<file path="config.mk">
export PLATFORM = sky130hd
export DESIGN_NAME = pipe_stage_chain
export DESIGN_NICKNAME = d
export VERILOG_FILES = /design/src/rtl/pipe_stage_chain.sv
export SDC_FILE = /design/constraint.sdc
export NUM_CORES = 1
export LEC_CHECK = 0
export CORE_MARGIN = 3
export CORE_UTILIZATION = 38
export DETAILED_ROUTE_END_ITERATION = 7
export GPL_ROUTABILITY_DRIVEN = 0
export MAX_ROUTING_LAYER = met4
export PLACE_DENSITY_LB_ADDON = 0.08
export RECOVER_POWER = 50
export SLEW_MARGIN = 5
export SYNTH_ARGS = -nofsm -noshare
export SYNTH_HDL_FRONTEND = slang
export SYNTH_SLANG_ARGS = --single-unit
export TNS_END_PERCENT = 30
</file>
<file path="constraint.sdc">
create_clock -name clk -period 7.74 [get_ports clk]
set_input_delay 1.548 -clock clk [delete_from_list [all_inputs] [get_ports clk]]
set_output_delay 1.548 -clock clk [all_outputs]
set_load 0.05 [all_outputs]
</file>
<file path="src/rtl/pipe_stage_chain.sv">
// Elastic register chain of DEPTH stages with valid/ready handshakes, flush,
// occupancy report and saturating stall/flush performance counters.
module pipe_stage_chain #(
  parameter int DATA_W = 32,
  parameter int DEPTH  = 1,
  parameter int CNT_W  = 16
) (
  input  logic                       clk,
  input  logic                       rst,
  input  logic                       flush,
  input  logic                       in_valid,
  output logic                       in_ready,
  input  logic [DATA_W-1:0]          in_data,
  output logic                       out_valid,
  input  logic                       out_ready,
  output logic [DATA_W-1:0]          out_data,
  output logic [$clog2(DEPTH+1)-1:0] occupancy,
  input  logic                       cnt_clr,
  output logic [CNT_W-1:0]           stall_cnt,
  output logic [CNT_W-1:0]           flush_cnt
);

  localparam int OCC_W = $clog2(DEPTH+1);

  logic [DEPTH-1:0]  r_v;
  logic [DATA_W-1:0] r_d [DEPTH];
  logic [CNT_W-1:0]  r_stall_cnt;
  logic [CNT_W-1:0]  r_flush_cnt;

  logic [DEPTH:0]    w_rdy;
  logic              w_chain;
  logic [DEPTH-1:0]  w_vin;
  logic [DATA_W-1:0] w_din [DEPTH];
  logic [OCC_W-1:0]  w_occ;
  logic              w_stall;
  logic              w_flush_hit;

  // Ready ripples back from the consumer: a stage is ready if it or any later stage has a hole.
  always_comb begin
    w_chain      = out_ready;
    w_rdy        = '0;
    w_rdy[DEPTH] = out_ready;
    for (int k = DEPTH - 1; k >= 0; k--) begin
      w_chain  = w_chain | ~r_v[k];
      w_rdy[k] = w_chain;
    end
  end

  // Incoming valid/data for each stage: the chain input for stage 0, the previous stage otherwise.
  always_comb begin
    w_vin    = '0;
    w_vin[0] = in_valid;
    w_din[0] = in_data;
    for (int k = 1; k < DEPTH; k++) begin
      w_vin[k] = r_v[k-1];
      w_din[k] = r_d[k-1];
    end
  end

  // Occupancy is the popcount of stage valids.
  always_comb begin
    w_occ = '0;
    for (int k = 0; k < DEPTH; k++) begin
      w_occ = w_occ + OCC_W'(r_v[k]);
    end
  end

  assign w_stall     = r_v[DEPTH-1] & ~out_ready;
  assign w_flush_hit = flush & (w_occ != '0);

  // Stage registers: reset clears everything, flush drops valids only, otherwise ready stages advance.
  always_ff @(posedge clk) begin
    if (rst) begin
      r_v <= '0;
      for (int k = 0; k < DEPTH; k++) begin
        r_d[k] <= '0;
      end
    end else if (flush) begin
      r_v <= '0;
    end else begin
      for (int k = 0; k < DEPTH; k++) begin
        if (w_rdy[k]) begin
          r_v[k] <= w_vin[k];
          if (w_vin[k]) begin
            r_d[k] <= w_din[k];
          end
        end
      end
    end
  end

  // Saturating performance counters; clear wins over a same-cycle increment.
  always_ff @(posedge clk) begin
    if (rst || cnt_clr) begin
      r_stall_cnt <= '0;
      r_flush_cnt <= '0;
    end else begin
      if (w_stall && (r_stall_cnt != {CNT_W{1'b1}})) begin
        r_stall_cnt <= r_stall_cnt + CNT_W'(1);
      end
      if (w_flush_hit && (r_flush_cnt != {CNT_W{1'b1}})) begin
        r_flush_cnt <= r_flush_cnt + CNT_W'(1);
      end
    end
  end

  assign in_ready  = w_rdy[0] & ~flush & ~rst;
  assign out_valid = r_v[DEPTH-1];
  assign out_data  = r_d[DEPTH-1];
  assign occupancy = w_occ;
  assign stall_cnt = r_stall_cnt;
  assign flush_cnt = r_flush_cnt;

endmodule

</file>
# Yosys cells after proc, flatten, opt, wreduce, memory -nomap -nowiden
# Memories as Yosys holds them, arrays and structs flattened.
# Cells that the tools add are included.
# W data, S select, Z words.
totals:
  regBits: 33
  latch_bits: 0
  ram_bits: 32
  rom_bits: 0
  inputBits: 38
  word_cells: 31
  memories: 1
memory_table:
  columns: ["memory", "words", "word_bits", "rd", "rd_clocked_by_memory_dff", "write_ports", "line", "source"]
  rows:
  - ["r_d", 1, 32, 1, 0, 1, "26", "logic [DATA_W-1:0] r_d [DEPTH];"]
classes:
  n_addsub: 2
  multipliers: 0
  div_mod_pow: 0
  n_lt_le_gt_ge: 0
  n_eq_ne: 2
  n_shift: 0
  n_mux: 9
  n_bitwise: 9
  reduce_logical: 5
ops:
  columns: ["operator", "count"]
  rows:
  - ["$add A16 B1 Y16 const B", 2]
  - ["$mux W32", 1]
  - ["$ne A16 B16 Y1 const B", 2]
  - ["$reduce_or A32 Y1", 1]
  - ["$mux W1", 8]
  - ["$and A1 B1 Y1", 4]
  - ["$not A1 Y1", 4]
  - ["$logic_and A1 B1 Y1", 2]
  - ["$reduce_or A2 Y1", 1]
  - ["$logic_or A1 B1 Y1", 1]
  - ["$or A1 B1 Y1", 1]

# Longest topological paths before layout
# Gate-level depths: netlist (run 1).
depth:
  ltp_word: 8
  ltp_mapped: 6

# Least setup slack after synthesis (run 1)
# Ideal clock, no wire load.
synth_timing:
  path_kind: "input -> output"
  start: "input rst"
  end: "output in_ready"
  arrival_time_ns: 2.797
  t_required_ns: 6.192
  slack_ns: 3.395
  cell_stages: 2
  path_buffers: 1
  path_cell_list: "clkbuf_1 -> nor3_1"
synth_between:
  elab_chain_len: 2
synth_lines:
  columns: ["item", "line", "source"]
  rows:
  - ["start: declaration", "9", "input logic rst,"]
  - ["$not A1 Y1", "107", "assign in_ready = w_rdy[0] & ~flush & ~rst;"]
  - ["$and A1 B1 Y1", "107", null]
  - ["end: declaration", "12", "output logic in_ready,"]
# No other way between the ends.

# Final worst setup path (run 1)
# Same ends and word-level chain as after synthesis.

==> summary.md, run 1 <==
| Metric | Value |
|---|---|
| Worst-path maximum fanout | `9` |
| CTS Buf Count | `9` |
| Slew @ Worst Pin | `1.57 ns` |
| Starting Density | `39.7%` |
| Final HPWL DP | `4.98 mm` |
| Via/cell ratio | `5.37` |
| Drc violations | `0` |
| Data required time of the worst path | `6.19 ns` |
| Port buffer count | `104` |
| GRT Total Usage | `17.3%` |
| First-pass GRT wire length | `11.8 mm` |
| Most used routing layer | `met1` |
| Mean area per synthesized cell | `10.7 um^2` |
| PnR Total Power | `0.705 mW` |
| Final setup viols | `0` |
| Core area | `7370 um^2` |
| Htree depth | `3` |
| Global Route met2 Usage | `24.0%` |
| Hold Path Class | `reg2reg` |
| Chip width | `93.8 um` |
| Startpoint Class | `primary input` |
| Ys async rst share | `0%` |
| Nets@finish | `414` |
| Synth area leaders | `edfxtp_1 33%, dfxtp_1 23%, and2_1 7.1%` |
| Post-synth top area share | `32.8%` |
| Setup ws final | `2.85 ns` |
| Max transition margin | `-4.69%` |
| Met3 usage | `3.93%` |
| FF+latch count, synth | `65` |
| Vias in the first global route | `2309` |
| Sum Neg Setup Slack | `0 ns` |
| Pwr dens | `168 nW/um^2` |
| Cell Rows | `31` |
| Peak supply drop | `0.0000863 V` |
| Worst slack at placement | `2.92 ns` |
| Synth Flop Type | `dfxtp_1` |
| WL/cell | `15.1 um` |
| Drt total wl | `7.21 mm` |
| Min cycle time layout | `4.89 ns` |
| Maximum root-to-sink buffer count | `2` |
| Fmax | `0.205 GHz` |
| Initial antenna violation count | `0` |
| Antenna-violating nets left | `0` |
| Layout cells sized above 1 | `6.60%` |
| IO Pins | `105` |
| Final Skew | `0.00527 ns` |
| Sequential-to-total area share from yosys stat | `55.4%` |
| EDFF count, synth | `32` |
| Area Overhead vs Synth | `43.5%` |
| Post-CTS Hold Fix Bufs | `0` |
| Post-CTS Setup Inserts | `0` |
| Clk_lat worst skew | `0.33 ns` |
| Fill cells | `646` |
| CP Class | `in2out` |
| DIE AREA | `8790 um^2` |
| Synth cell count leaders | `33 x and2_1, 33 x dfxtp_1, 32 x edfxtp_1` |
| Total gr overflow | `0` |
| Yosys warnings | `0` |
| Synth Instances | `274` |
| Setup crit end kind | `primary output` |
| Largest net degree at the start of global routing | `33` |
| First drt pass iteration count | `4` |
| Post-CTS resize count | `0` |
| 1st-iter DRT viols | `109` |
| RSZ-0062 raised after global routing | `no` |
| CTS tree | `yes` |
| Period utilization | `63.1%` |
| Clock transition at the registers of the reported paths | `0.07 ns` |
| Slew Viols, Final | `26` |
| # Max-Cap Violations | `1` |
| Die H | `93.8 um` |
| Post-Syn Area | `2930 um^2` |
| Leakage power | `1.46 nW` |
| ANT cells | `0` |
| Crit path DAT | `3.34 ns` |
| Failing checks | `max-capacitance violations, max-slew violations` |
| Synth area leader | `edfxtp_1` |
| Final hold violation count | `0` |
| CTS root buffer | `clkbuf_8` |
| Via count | `2566` |
| Met1 Track Usage GR | `24.6%` |
| Net Count, Synth | `314` |
| Synth cell types | `44` |
| Status | `finished, violations left` |
| CTS Sinks | `65` |
==> cell type report <==
class                   count  area (um^2)  share of cell area (%)
inverters                   2         7.51                   0.179
repair buffers            106         1050                    25.0
multi-input cells         190         1230                    29.4
clock buffers              10          128                    3.04
well taps                  99          124                    2.95
clock inverters             6         35.0                   0.834
flip-flops and latches     65         1620                    38.6
==> per-stage QoR <==
stage	instance area, um^2	utilization (%)	instances	hold slack, ns
final	4200	57.0	478	0.520
after global routing	4200	57.0	478	0.551
after CTS	4210	57.1	478	0.526
after detailed placement	4050	54.9	462	0.505
after global placement	4050	54.9	462	0.496
after floorplan	2930	-	274	0.711
==> where the power goes <==
| part | switching, mW | internal [mW] | leakage, nW |
|---|---|---|---|
| clock | 0.126 | 0.114 | 0.0818 |
| sequential | 0.00262 | 0.372 | 0.612 |
| combinational | 0.0570 | 0.0340 | 0.766 |
| total | 0.186 | 0.519 | 1.46 |
==> final timing paths <==
check / slack, ns / to / cells past startpoint / startpoint
worst max register to register: 5.41 / stall_cnt[7] / 5 / stall_cnt[0]
worst min register to register: 0.52 / stall_cnt[11] / 2 / stall_cnt[11]
worst min-delay path: 0.52 / stall_cnt[11] / 2 / stall_cnt[11]
worst max-delay path: 2.85 / in_ready / 3 / rst
==> worst max-delay path: stages <==
cell	delay, ns
dlygate4sd3_1	0.66
nor3_1	0.27
clkdlybuf4s50_1	0.85
==> sequential cells by signal, summed over array words and instances, names as in the netlist <==
signal	cells
flush_cnt	16
out_valid	1
r_d	32
stall_cnt	16
==> cells in the final DEF, fill, tap and decap left out, types with 6 or more instances in the layout <==
master and count:
o21ai_0 6, or4_1 12, dfxtp_1 33, a21oi_1 20, nand2_1 15, edfxtp_1 32
dlygate4sd3_1 32, nor2_1 8, and2_1 16, clkbuf_8 9, or3_1 9, nand4_1 10
clkdlybuf4s50_1 72, and2_0 17, nor3_1 8, o31ai_1 11, nand3_1 9
==> kinds of logic after synthesis <==
group                    share of synthesized area (%)
flip-flops                                        55.4
buffers and inverters                             2.78
adder cells (fa/ha/maj)                          0.855
XOR/XNOR                                         0.299
AND/OR/NAND/NOR                                   26.0
AO/OA/AOI/OAI                                     14.0
multiplexers                                     0.684
==> layer usage <==
layer  vias up  share of wire, %  wire length, um
met5         -                 0                0
met4         0               1.4              101
met3         7               6.5              466
met2       102                44             3200
met1      1203                48             3440
li1       1254                 -                -
(Power assumes the default switching activity.)
==> run 2, diff against run 1 <==
- clock period: 7.74 -> 3.96 ns (I/O delays scaled with it)
==> run 2 against run 1 <==
  * The flow finishes with violations (max-capacitance violations)
  * Via count down 1.1%
  * Worst hold slack worse by 0.0036 ns
  * Power up 120%
  * Non-clock buffer count up 1
  * Wire length up 0.62%
  * Largest cell class unchanged
==> summary.md, run 2 (same netlist as run 1, synthesis figures left out) <==
| Metric | Value |
|---|---|
| CTS Sinks | `65 (unchanged)` |
| Slowest library cell on the worst path | `clkdlybuf4s50_1` |
| Setup crit end kind | `primary output` |
| RSZ-0062 raised after global routing | `no` |
| Cell family with most CP delay | `buffers and inverters` |
| Final hold violation count | `0 (unchanged)` |
| Slew @ Worst Pin | `1.49 ns (-0.0801 ns)` |
| Placed insts | `463 (+0.22%)` |
| Uppermost layer routed | `met4` |
| Commonest non-fill, non-tap cell in the layout | `clkdlybuf4s50_1` |
| Reg2reg path depth | `5 (unchanged)` |
| Slew Viols, Final | `0 (-100%)` |
| Final HPWL DP | `5.03 mm (+0.97%)` |
| Core area | `7370 um^2 (unchanged)` |
| Starting Density | `39.7% (unchanged)` |
| Via count | `2537 (-1.1%)` |
| WL met1 | `3.36 mm (-2.4%)` |
| Worst hold start | `stall_cnt[11]` |
| Clock transition at the registers of the reported paths | `0.08 ns (about the same)` |
| Chip width | `93.8 um (unchanged)` |
| Nets@finish | `415 (+0.24%)` |
| First drt pass iteration count | `4 (unchanged)` |
| Fill cells | `652 (+0.93%)` |
| # Max-Cap Violations | `1 (unchanged)` |
| Worst-path maximum fanout | `9 (unchanged)` |
| Die H | `93.8 um (unchanged)` |
| Peak supply drop | `0.000151 V (+76%)` |
| Post-CTS Setup Inserts | `0 (unchanged)` |
| Fmax | `0.299 GHz` |
| WL/cell | `15.1 um (+0.41%)` |
| Pint | `1.15 mW (+120%)` |
| Hold Path Class | `reg2reg` |
| Reg-to-Reg Start | `out_valid` |
| Cell Rows | `31 (unchanged)` |
| Switching Share | `24.9% (-1.5 points)` |
| Leakage power | `1.49 nW (+2.0%)` |
| CP Class | `in2out` |
| DIE AREA | `8790 um^2 (unchanged)` |
| Hold Crit Endpoint | `stall_cnt[11]` |
| Switching pwr | `0.380 mW (+100%)` |
| Final Skew | `0.0135 ns (+0.00823 ns)` |
| Most frequent cells in the layout | `72 x clkdlybuf4s50_1, 33 x dfxtp_1, 32 x dlygate4sd3_1, 32 x edfxtp_1, 20 x a21oi_1` |
| CP Cell Sequence | `dlygate4sd3_1, nor3_1, clkdlybuf4s50_1` |
| Post-CTS resize count | `0 (unchanged)` |
| Drc violations | `0 (unchanged)` |
| Min cycle time layout | `3.34 ns` |
| Via/cell ratio | `5.30 (-1.3%)` |
| Pwr dens | `358 nW/um^2 (+110%)` |
| Worst R2R End | `r_d[0][0]` |
| Layout cells sized above 1 | `6.58% (-0.017 points)` |
| Clk_lat worst skew | `0.34 ns (about the same)` |
| CTS Buf Count | `9 (unchanged)` |
| Status | `finished, violations left` |
| Fin cells | `479 (+0.21%)` |
| Worst slack at placement | `0.678 ns (-2.24 ns)` |
| 1st-iter DRT viols | `121 (+11%)` |
| Sum Neg Setup Slack | `0 ns (unchanged)` |
| Failing checks | `max-capacitance violations` |
| Period utilization | `84.4%` |
| Antenna-violating nets left | `0 (unchanged)` |
| GRT Total Usage | `16.7% (-0.63 points)` |
| Worst path bufs/invs | `2 (unchanged)` |
| First-pass GRT wire length | `11.1 mm (-5.7%)` |
| Max FFs per register | `32 (unchanged)` |
| Maximum root-to-sink buffer count | `2 (unchanged)` |
| Drt total wl | `7.25 mm (+0.62%)` |
| Crit path DAT | `2.55 ns (-0.79 ns)` |
| Vias in the first global route | `2258 (-2.2%)` |
| Reg-to-reg slack, setup | `1.75 ns (-3.66 ns)` |
| Most flop-heavy register | `r_d` |
| Clock share of power | `40.5% (+6.4 points)` |
| Startpoint Class | `primary input` |
| Comb power frac | `11.6% (-1.3 points)` |
| IO Pins | `105 (unchanged)` |
| CTS root buffer | `clkbuf_8` |
| CTS tree | `yes` |
| Crit-path max cell delay | `0.84 ns (about the same)` |
| Max transition margin | `0.650% (+5.3 points)` |
| Hold Path Cell Cnt | `2 (unchanged)` |
| Data required time of the worst path | `3.17 ns (-3.02 ns)` |
| WL met3 | `551 um (+18%)` |
| Initial antenna violation count | `0 (unchanged)` |
| Htree depth | `3 (unchanged)` |
| ANT cells | `0 (unchanged)` |
| Largest net degree at the start of global routing | `33 (unchanged)` |
| Total gr overflow | `0 (unchanged)` |
| Final setup viols | `0 (unchanged)` |
| Reg power frac | `47.9% (-5.1 points)` |
| Area Overhead vs Synth | `45.5%` |
| WL met2 | `3.29 mm (+2.9%)` |
| Post-CTS Hold Fix Bufs | `0 (unchanged)` |
| Port buffer count | `104 (unchanged)` |
| Setup ws final | `0.619 ns (-2.23 ns)` |
-- run 2: changes by cell type in the layout (fill, tap and decap cells not counted), moves of 2 or more --
cell,delta
and2_1,-2
and2_0,+2
clkinv_2,-3
bufinv_16,+2
-- run 2: power groups by stage --
stage / registers (mW) / logic, mW / clock network, mW
after global placement: 0.747 / 0.186 / 0
after CTS: 0.732 / 0.187 / 0.638
after floorplan: 0.820 / 0.0308 / 0
after global routing: 0.733 / 0.187 / 0.674
final: 0.731 / 0.177 / 0.618
after detailed placement: 0.748 / 0.186 / 0
-- run 2: worst max path at each step --
stage          startpoint  depth (start not counted)  slack (ns)   endpoint
2_1_floorplan   out_ready                          4        0.85  r_d[0][0]
3_3_place_gp          rst                          3        0.68   in_ready
3_5_place_dp          rst                          3        0.68   in_ready
4_1_cts               rst                          3        0.67   in_ready
5_1_grt               rst                          3        0.50   in_ready
6_report              rst                          3        0.62   in_ready
-- run 2: metrics by stage --
step / total power, mW / util [%] / instance area (um^2) / hold WS [ns]
2_1_floorplan: 0.851 / - / 2930 / 0.711
3_3_place_gp: 0.933 / 55.0 / 4050 / 0.497
3_5_place_dp: 0.933 / 55.0 / 4050 / 0.504
4_1_cts: 1.56 / 57.9 / 4270 / 0.517
5_1_grt: 1.59 / 57.8 / 4260 / 0.542
6_report: 1.53 / 57.8 / 4260 / 0.516
-- run 2: layout make-up --
cell class                 count  area (um^2)  share of cell area, %
clock inverter                 7         93.8                   2.20
multi-input combinational    190         1230                   28.8
clock buffer                   9          124                   2.91
timing repair buffer         107         1060                   24.9
sequential                    65         1620                   38.1
inverter                       2         7.51                  0.176
tap                           99          124                   2.91
-- run 2: tightest hold or removal path, delay by kind of cell, from the launching register on --
family / cells / cell delay, ns
AOI/OAI and AO/OA: 2 / 0.13
DFF: 1 / 0.35
-- run 2: per-layer routing --
layer | vias to the layer above | track usage, %
li1 | 1260 | -
met1 | 1176 | 21.8
met3 | 6 | 5.29
met5 | - | -
met4 | 0 | 5.42
met2 | 95 | 24.7
